--- config.mk ---
export PLATFORM = sky130hd
export DESIGN_NAME = stopwatch_ctrl
export DESIGN_NICKNAME = d
export VERILOG_FILES = /design/src/rtl/stopwatch_ctrl.sv
export SDC_FILE = /design/constraint.sdc
export NUM_CORES = 1
export LEC_CHECK = 0
export CORE_MARGIN = 8
export CORE_UTILIZATION = 63
export CTS_CLUSTER_SIZE = 16
export DETAILED_ROUTE_END_ITERATION = 10
export MAX_ROUTING_LAYER = met4
export PLACE_DENSITY = 0.9
export SETUP_SLACK_MARGIN = 0.3
export SYNTH_ARGS = -nofsm -noshare
export SYNTH_HDL_FRONTEND = slang
export SYNTH_SLANG_ARGS = --single-unit
--- constraint.sdc ---
create_clock -name i_clk -period 3.25 [get_ports i_clk]
set_input_delay 0.4875 -clock i_clk [delete_from_list [all_inputs] [get_ports i_clk]]
set_output_delay 0.4875 -clock i_clk [all_outputs]
set_load 0.02 [all_outputs]
--- src/rtl/stopwatch_ctrl.sv ---
// Stopwatch run/pause/lap/clear controller driving a prescaler and a tenths/sec/min time cascade.
// Optional hours field enabled by defining STOPWATCH_HOURS_EN.
module stopwatch_ctrl #(
   parameter logic [31:0] TICK_LIMIT = 32'd4999999
) (
   input  logic       i_clk,
   input  logic       i_rst,
   input  logic       i_start_stop,
   input  logic       i_lap,
   input  logic       i_clear,
   output logic [1:0] o_state,
   output logic       o_tick,
   output logic [3:0] o_tenths,
   output logic [5:0] o_sec,
   output logic [5:0] o_min,
`ifdef STOPWATCH_HOURS_EN
   output logic [6:0] o_hour,
`endif
   output logic       o_wrap
);

   typedef enum logic [1:0] {
      IDLE  = 2'd0,
      RUN   = 2'd1,
      PAUSE = 2'd2,
      LAP   = 2'd3
   } state_t;

   state_t      state;
   state_t      state_nxt;
   logic        do_latch;
   logic        do_clear;
   logic        counting;
   logic [31:0] presc;

   logic [3:0]  tenths;
   logic [3:0]  tenths_nxt;
   logic [3:0]  lat_tenths;
   logic [5:0]  sec;
   logic [5:0]  sec_nxt;
   logic [5:0]  lat_sec;
   logic [5:0]  min;
   logic [5:0]  min_nxt;
   logic [5:0]  lat_min;
`ifdef STOPWATCH_HOURS_EN
   logic [6:0]  hour;
   logic [6:0]  hour_nxt;
   logic [6:0]  lat_hour;
`endif
   logic        wrap_nxt;

   assign counting = (state == RUN) || (state == LAP);
   assign o_tick   = counting && (presc == TICK_LIMIT);

   // A clear request in RUN/LAP is a no-op, so it does not mask start_stop or lap there.
   always_comb begin
      state_nxt = state;
      do_latch  = 1'b0;
      do_clear  = 1'b0;
      case (state)
         IDLE: begin
            if (i_clear)           state_nxt = IDLE;
            else if (i_start_stop) state_nxt = RUN;
         end
         RUN: begin
            if (i_start_stop) state_nxt = PAUSE;
            else if (i_lap) begin
               state_nxt = LAP;
               do_latch  = 1'b1;
            end
         end
         LAP: begin
            if (i_start_stop) state_nxt = PAUSE;
            else if (i_lap)   state_nxt = RUN;
         end
         PAUSE: begin
            if (i_clear) begin
               state_nxt = IDLE;
               do_clear  = 1'b1;
            end else if (i_start_stop) begin
               state_nxt = RUN;
            end
         end
         default: state_nxt = IDLE;
      endcase
   end

   always_comb begin
      tenths_nxt = tenths;
      sec_nxt    = sec;
      min_nxt    = min;
`ifdef STOPWATCH_HOURS_EN
      hour_nxt   = hour;
`endif
      wrap_nxt   = 1'b0;
      if (o_tick) begin
         if (tenths == 4'd9) begin
            tenths_nxt = 4'd0;
            if (sec == 6'd59) begin
               sec_nxt = 6'd0;
               if (min == 6'd59) begin
                  min_nxt = 6'd0;
`ifdef STOPWATCH_HOURS_EN
                  if (hour == 7'd99) begin
                     hour_nxt = 7'd0;
                     wrap_nxt = 1'b1;
                  end else begin
                     hour_nxt = hour + 7'd1;
                  end
`else
                  wrap_nxt = 1'b1;
`endif
               end else begin
                  min_nxt = min + 6'd1;
               end
            end else begin
               sec_nxt = sec + 6'd1;
            end
         end else begin
            tenths_nxt = tenths + 4'd1;
         end
      end
   end

   // The lap latch captures the post-edge live time so a coincident tick is included.
   always_ff @(posedge i_clk) begin
      if (i_rst) begin
         state      <= IDLE;
         presc      <= 32'd0;
         tenths     <= 4'd0;
         sec        <= 6'd0;
         min        <= 6'd0;
         lat_tenths <= 4'd0;
         lat_sec    <= 6'd0;
         lat_min    <= 6'd0;
`ifdef STOPWATCH_HOURS_EN
         hour       <= 7'd0;
         lat_hour   <= 7'd0;
`endif
         o_wrap     <= 1'b0;
      end else begin
         state  <= state_nxt;
         o_wrap <= wrap_nxt;
         if (do_clear) begin
            presc      <= 32'd0;
            tenths     <= 4'd0;
            sec        <= 6'd0;
            min        <= 6'd0;
            lat_tenths <= 4'd0;
            lat_sec    <= 6'd0;
            lat_min    <= 6'd0;
`ifdef STOPWATCH_HOURS_EN
            hour       <= 7'd0;
            lat_hour   <= 7'd0;
`endif
         end else begin
            if (counting) presc <= o_tick ? 32'd0 : presc + 32'd1;
            tenths <= tenths_nxt;
            sec    <= sec_nxt;
            min    <= min_nxt;
`ifdef STOPWATCH_HOURS_EN
            hour   <= hour_nxt;
`endif
            if (do_latch) begin
               lat_tenths <= tenths_nxt;
               lat_sec    <= sec_nxt;
               lat_min    <= min_nxt;
`ifdef STOPWATCH_HOURS_EN
               lat_hour   <= hour_nxt;
`endif
            end
         end
      end
   end

   assign o_state  = state;
   assign o_tenths = (state == LAP) ? lat_tenths : tenths;
   assign o_sec    = (state == LAP) ? lat_sec    : sec;
   assign o_min    = (state == LAP) ? lat_min    : min;
`ifdef STOPWATCH_HOURS_EN
   assign o_hour   = (state == LAP) ? lat_hour   : hour;
`endif

endmodule

# Yosys cells after proc, flatten, opt, wreduce, memory -nomap -nowiden
# Index checks and enable logic that the tools add are counted.
[word_totals] register_bits=67 input_bits=5 output_inout_bits=20 word_cells=59
[op_classes] addsub=4 eq_ne=10 muxes=26 n_bitwise=3 n_reduce_logical=7
[op_table] operator="6-bit two-way mux" n=9
[op_table] operator="32-bit by 1-bit adder with 32-bit output (second input constant)" n=1
[op_table] operator="32-bit by 23-bit == test with 1-bit output (second input constant)" n=1
[op_table] operator="32-bit two-way mux" n=1
[op_table] operator="6-bit by 1-bit adder with 6-bit output (second input constant)" n=2
[op_table] operator="6-bit == test (second input constant)" n=2
[op_table] operator="2-bit two-way mux" n=6
[op_table] operator="4-bit two-way mux" n=3
[op_table] operator="1-bit two-way mux" n=6
[op_table] operator="3-bit inequality test (second input constant)" n=2
[op_table] operator="2-bit case mux with 3 select lines" n=1
[op_table] operator="4-bit by 1-bit adder with 4-bit output (second input constant)" n=1
[op_table] operator="2-bit == test (second input constant)" n=2
[op_table] operator="4-bit == test (second input constant)" n=1
[op_table] operator="2-bit OR reduction" n=2
[op_table] operator="4-bit OR reduction" n=1
[op_table] operator="3-bit by 1-bit inequality test with 1-bit output (second input constant)" n=1
[op_table] operator="1-bit NOT" n=3
[op_table] operator="3-bit AND reduction" n=1
[op_table] operator="2-bit by 1-bit == test with 1-bit output (second input constant)" n=1
[op_table] operator="2-bit logical NOT" n=1
[op_table] operator="1-bit logical AND" n=1
[op_table] operator="1-bit logical OR" n=1

# Logic depth before layout (Yosys ltp)
# Gate-level depths: netlist of the first run.
[logic_depth] ltp_word=5 depth_mapped=7 depth_no_buf=6

# Worst setup path after synthesis of the first run
# No wires, ideal clock.
[synth_path] kind="register -> output" start="register state[0] (netlist: o_state[0])" end="output o_min[0]" arrival_time_ns=1.589 slack_ns=1.173 stages_incl_launch_ff=5 n_path_buf=2 cell_sequence="dfxtp_1 -> clkbuf_1 -> nand2_1 -> clkbuf_1 -> mux2_2"
[synth_via] elab_chain_len=2
[synth_lines] item="start, declared" line="29" source="state_t state;"
[synth_lines] item="start signal, assigned" line="142" source="state <= state_nxt;"
[synth_lines] item="2-bit == test" line="179" source="assign o_min = (state == LAP) ? lat_min : min;"
[synth_lines] item="6-bit two-way mux" line="179"
[synth_lines] item="end, declared" line="15" source="output logic [5:0] o_min,"
# Every way passes these cells.

# Worst setup path in the final report of the first run
[layout_path] start="register presc[18]" end="output o_tick"
[layout_via] elab_chain_len=2
[layout_lines] item="start, declared" line="34" source="logic [31:0] presc;"
[layout_lines] item="start signal, assigned" line="157" source="if (counting) presc <= o_tick ? 32'd0 : presc + 32'd1;"
[layout_lines] item="32-bit by 23-bit == test with 1-bit output" line="53" source="assign o_tick = counting && (presc == TICK_LIMIT);"
[layout_lines] item="1-bit logical AND" line="53"
[layout_lines] item="end, declared" line="12" source="output logic o_tick,"
# Every way passes these cells.

==> flow_summary.toml, run 1 <==
[floorplanning]
die_h_um = 88.86
start_util_pct = 65.48
core_mm2 = 0.005107
die_w_um = 88.86
rows = 26
dieArea_mm2 = 0.007896
io_pins = 25

[timing]
drv_slew = 0
setup_violations = 0
fin_ws_ns = 0.4461
period_share_pct = 86.28
tightestPinTransition_ns = 0.9069
fin_crit_ns = 2.804
tns_ns = 0
clock_skew_ns = 0.009032
slew_headroom_pct = 39.26
hold_viol_final = 0
max_freq_mhz = 356.6
rsz0062_at_grt = "no"

[place]
place_congestion = 0.9400
pre_cts_slack_ns = 0.4104
dp.cells = 468
port_buffers = 24
placed_cell_area_mm2 = 0.003638
place_hpwl_mm = 5.637

[status]
status = "complete, no violations"

[power]
power_leakage_nw = 1.349
irDropWorstVdd_mv = 0.3470
powerDensity_mw_per_mm2 = 439.6
total_power_mw = 1.719

[finish]
num-nets-final = 418
layout-drive-gt1-share_pct = 12.77
nFillCells = 357
diodes = 0
layout_common_cells = "dfxtp_1 (67), nor2_1 (44), nand2_1 (25)"
final_common_cell = "dfxtp_1"
instances_no_fill = 485
syn_to_final_growth_pct = 16.95
fin_area_mm2 = 0.003911

[cts]
htree_levels = 3
clk_pin_slew_ns = 0.07
clockRootBuffer = "clkbuf_8"
cts-buffers-inserted = 9
cts_tree = "built"
clkLatencyLatePin_ns = 0.34
cts_buffer_depth = 2
clock_sinks = 67
cts_hold_buf = 0

[synthesis]
synth_ff_type = "dfxtp_1"
ys_seq_elements = 67
synthCells = 384
async_reset_ff_share_pct = 0
synth.distinct_cells = 54
seq_area_frac_synth_pct = 40.10
synth_edf_count = 0
synth_area_per_cell_um2 = 8.710
synth_nets = 392
netlist_area_mm2 = 0.003344
yosysWarnings = 0

[grt]
antenna_found_initial = 0
grt_overflow = 0
grt_start_max_net_pins = 31
grt_pass1_wl_mm = 13.75
grt_util_all_layers_pct = 23.03
grt_pass1_vias = 2865

[worst_setup_path]
crit_arrival_ns = 2.32
critPathLaunchType = "flip-flop"
endpoint_kind = "primary output"
worstPathMaxFanout = 5
critPathKind = "reg2out"
worstPathRequired_ns = 2.76

[detailed_routing]
vias_per_cell = 6.416
postRouteAntennaNets = 0
drt-initial-drc-count = 351
drc = 0
vias = 3112
dr.pass1.iters = 5
wirelength_mm = 8.273
wl_per_cell_um = 17.06

[hold_path]
worstHoldPathType = "reg2reg"

[flow_run]
maxCapViolations = 0
[cell type report]
cell class / count / area, µm² / share of cell area, %
clock inverters: 5 / 100.1 / 2.559
flip-flops and latches: 67 / 1341 / 34.29
clock buffers: 11 / 141.4 / 3.615
multi-input cells: 293 / 1919 / 49.07
well taps: 70 / 87.58 / 2.239
inverters: 8 / 30.03 / 0.7678
repair buffers: 31 / 291.5 / 7.454
[repair_timing]
item,4_1_cts,5_1_grt
setup buffers,1,0
gates resized for setup,5,0
endpoints found under the setup margin,1,0
endpoints found under the hold margin,0,0
[routing by layer]
metal | GRT usage (%) | wire length, µm
met5 | - | 0
met4 | 12.90 | 214
met3 | 3.900 | 540
met2 | 33.22 | 3832
met1 | 29.61 | 3686
[metrics by stage]
step	hold slack [ns]	util (%)
5_1_grt	0.4869	76.58
6_report	0.4666	76.58
3_5_place_dp	0.4539	71.24
2_1_floorplan	0.4295	-
3_3_place_gp	0.4360	71.24
4_1_cts	0.4623	76.58
[worst max-delay path: stages, from the launching register on]
cell and delay (ns):
dfxtp_1 0.41, nor4bb_2 0.35, nand4_1 0.22, or3_1 0.51
inv_2 0.14, dlygate4sd2_1 0.35
[registers in the layout (all words and copies together), names as in the netlist]
register and cells:
lat_min 6, o_wrap 1, presc 32, o_state 2
lat_sec 6, tenths 4, sec 6, min 6
lat_tenths 4
[power by group]
part	leakage (nW)	internal, mW	switching [mW]	total, mW
clock	0.123	0.528	0.308	0.836
sequential	0.540	0.827	0.00428	0.832
combinational	0.686	0.0181	0.0334	0.0515
total	1.35	1.37	0.346	1.72
[Yosys cell counts (all sizes together), types with 2 or more instances]
library cell  number  area, µm²
o31ai              4      30.03
and2               4      25.02
or4                5      37.54
nor2              44      165.2
xor2              18      157.7
nor3              11      60.06
a31oi              6      37.54
nand3             15      80.08
mux2              16      180.2
nor4b              2      17.52
nand2             25      93.84
clkbuf            10      37.54
or3                9      61.31
a41oi              3      26.28
o41ai              3      26.28
and4               5      43.79
nand4             16      115.1
dfxtp             67       1341
nor4               7      50.05
a21oi             24      120.1
o21ai             23      115.1
ha                 3      37.54
o21a               2      15.01
xnor2             10      87.58
nand4b             3      26.28
nor2b              4      25.02
mux2i              4      40.04
and3               9      58.80
buf                6      41.28
inv                8      30.03
nand4bb            3      33.78
a22oi              2      15.01
[path summary, 6_finish.rpt]
check,cells past startpoint,slack (ns),from,to
setup / recovery,5,0.45,presc[18],o_tick
hold / removal,2,0.47,lat_min[5],lat_min[5]
setup reg to reg,5,0.75,tenths[0],lat_sec[5]
hold reg to reg,2,0.47,lat_min[5],lat_min[5]
[logic make-up (layout without fill, tap and decap cells)]
kind of cell,count (synthesis),after routing,share of synthesized area [%]
AO/OA/AOI/OAI,73,73,13.02
XOR/XNOR,28,28,7.332
buffers and inverters,24,55,3.255
AND/OR/NAND/NOR,169,169,28.58
flip-flops,67,67,40.10
multiplexers,20,20,6.584
adder cells (fa/ha/maj),3,3,1.122
Note: power is estimated with default switching activity, not from simulation.
==> run 2, diff against run 1 <==
GPL_ROUTABILITY_DRIVEN = 0   (was default)
==> results of run 2 <==
No change in the layout: final DEF, timing and power equal those of run 1.
==> run 3, diff against run 2 <==
REMOVE_ABC_BUFFERS = 1   (was default)
==> run 3 against run 2 <==
Setup slack gained 0.063 ns. Largest cell class unchanged. Combinational power is essentially flat. Count of clock-buffer cells in the layout grew 4. Critical endpoint unchanged. Critical path type unchanged. First-iteration DRC count shrank 18%.
==> flow_summary.toml, run 3 (synthesis results as in run 1) <==
[finish]
fin_area_mm2 = 0.003865
instances_no_fill = 485
layout_common_cells = "dfxtp_1 (67), nor2_1 (44), nand2_1 (24), a21oi_1 (24)"
layout-drive-gt1-share_pct = 13.01
num-nets-final = 418
regMostFlops = "presc"
diodes = 0
syn_to_final_growth_pct = 15.56
largest_reg_flops = 32
final_common_cell = "dfxtp_1"
nFillCells = 361

[timing]
period_share_pct = 84.34
setup_violations = 0
tightestPinTransition_ns = 0.7856
max_freq_mhz = 364.8
drv_slew = 0
slew_headroom_pct = 47.22
hold_viol_final = 0
tns_ns = 0
clock_skew_ns = 0.008873
fin_crit_ns = 2.741
rsz0062_at_grt = "no"

[worst_setup_path]
r2r-start = "presc[10]"
crit_arrival_ns = 2.25
worstPathMaxFanout = 6
cp_slowest_cell = "or3_1"
critPathKind = "reg2out"
worstPathRequired_ns = 2.76
slowest_delay_ns = 0.45
reg2reg_setup_slack_ns = 0.87
endpoint_kind = "primary output"
critPathLaunchType = "flip-flop"
worstPathCellList = "nand4bb_1 > or2_2 > or3_1 > inv_2 > dlygate4sd2_1"
cp_num_buf_inv = 2
crit_family = "simple AND/OR/NAND/NOR gates"
r2r_end = "presc[25]"
r2r_cells = 5

[power]
p_int_mw = 1.205
p_sw_mw = 0.3283
swShare_pct = 21.41
irDropWorstVdd_mv = 0.2377
total_power_mw = 1.534
power_leakage_nw = 1.327
powerDensity_mw_per_mm2 = 396.8
seqPwrFrac_pct = 54.2
power_frac_comb_pct = 3.4
p_clk_share_pct = 42.4

[grt]
grt_util_all_layers_pct = 22.63
grt_pass1_wl_mm = 13.63
grt_pass1_vias = 2909
grt_overflow = 0
grt_start_max_net_pins = 31
antenna_found_initial = 0

[cts]
htree_levels = 3
clock_sinks = 67
cts_tree = "built"
cts_buffer_depth = 2
clkLatencyLatePin_ns = 0.34
clk_pin_slew_ns = 0.07
cts-buffers-inserted = 9
clockRootBuffer = "clkbuf_8"

[hold_path]
min_path_cells = 2
min_from = "lat_min[5]"
hold_end = "lat_min[5]"
worstHoldPathType = "reg2reg"

[floorplanning]
io_pins = 25
core_mm2 = 0.005107
dieArea_mm2 = 0.007896
start_util_pct = 65.48
rows = 26
die_h_um = 88.86
die_w_um = 88.86

[detailed_routing]
vias = 3110
drc = 0
vias_per_cell = 6.412
postRouteAntennaNets = 0
wl_per_cell_um = 16.67
drt-initial-drc-count = 289
dr.pass1.iters = 5
wirelength_mm = 8.085

[place]
placed_cell_area_mm2 = 0.003631
port_buffers = 24
place_hpwl_mm = 5.484
dp.cells = 467

[flow_run]
maxCapViolations = 0

[status]
status = "complete, no violations"
## run 3: metrics by stage
step	setup WS [ns]	hold slack [ns]	util (%)
after detailed placement	0.4093	0.4496	71.09
after global placement	0.5107	0.4360	71.09
after global routing	0.3651	0.5104	75.67
after floorplan	0.7467	0.4295	-
after CTS	0.3972	0.4658	75.62
final	0.5090	0.4663	75.67
## run 3: power groups by stage
stage / sequential, mW / clock (mW) / combinational (mW)
6_report: 0.832 / 0.650 / 0.0518
5_1_grt: 0.832 / 0.701 / 0.0564
4_1_cts: 0.831 / 0.659 / 0.0506
3_5_place_dp: 0.850 / 0 / 0.0495
3_3_place_gp: 0.850 / 0 / 0.0483
2_1_floorplan: 0.852 / 0 / 0.0239
## run 3: worst max path at each step
stage	startpoint	to	depth (start not counted)
after floorplan	o_state[0]	presc[10]	5
after global placement	presc[22]	o_tick	5
after detailed placement	presc[22]	o_tick	5
after CTS	o_state[0]	o_min[5]	4
after global routing	presc[15]	o_tick	5
final	presc[15]	o_tick	5
## run 3: worst register-to-register path, cell delays in order (launching register included)
cell	delay, ns
dfxtp_1	0.50
nand4_1	0.24
or3_4	0.40
or4_1	0.65
or3_1	0.38
a21oi_1	0.15
## run 3: layout make-up
cell class | instances | area [µm²] | share of cell area, %
inverter | 8 | 30.03 | 0.7769
clock buffer | 15 | 186.4 | 4.824
clock inverter | 1 | 5.005 | 0.1295
tap | 70 | 87.58 | 2.266
sequential | 67 | 1341 | 34.70
timing repair buffer | 31 | 291.5 | 7.543
multi-input combinational | 293 | 1923 | 49.76
## run 3: what timing repair did
item                       in CTS  in global routing
gates resized for setup         6                  1
hold buffers                    0                  0
setup endpoints to repair       1                  1
buffers inserted                2                  0
pin swaps                       2                  0
gates cloned                    0                  0
## run 3: per-layer routing
| layer | up-vias | part of all wire (%) | global-route usage [%] |
|---|---|---|---|
| met2 | 127 | 46 | 33.76 |
| met4 | 0 | 2.5 | 13.21 |
| met5 | - | 0 | - |
| met1 | 1497 | 45 | 28.14 |
| met3 | 20 | 6.2 | 3.621 |
| li1 | 1466 | - | - |
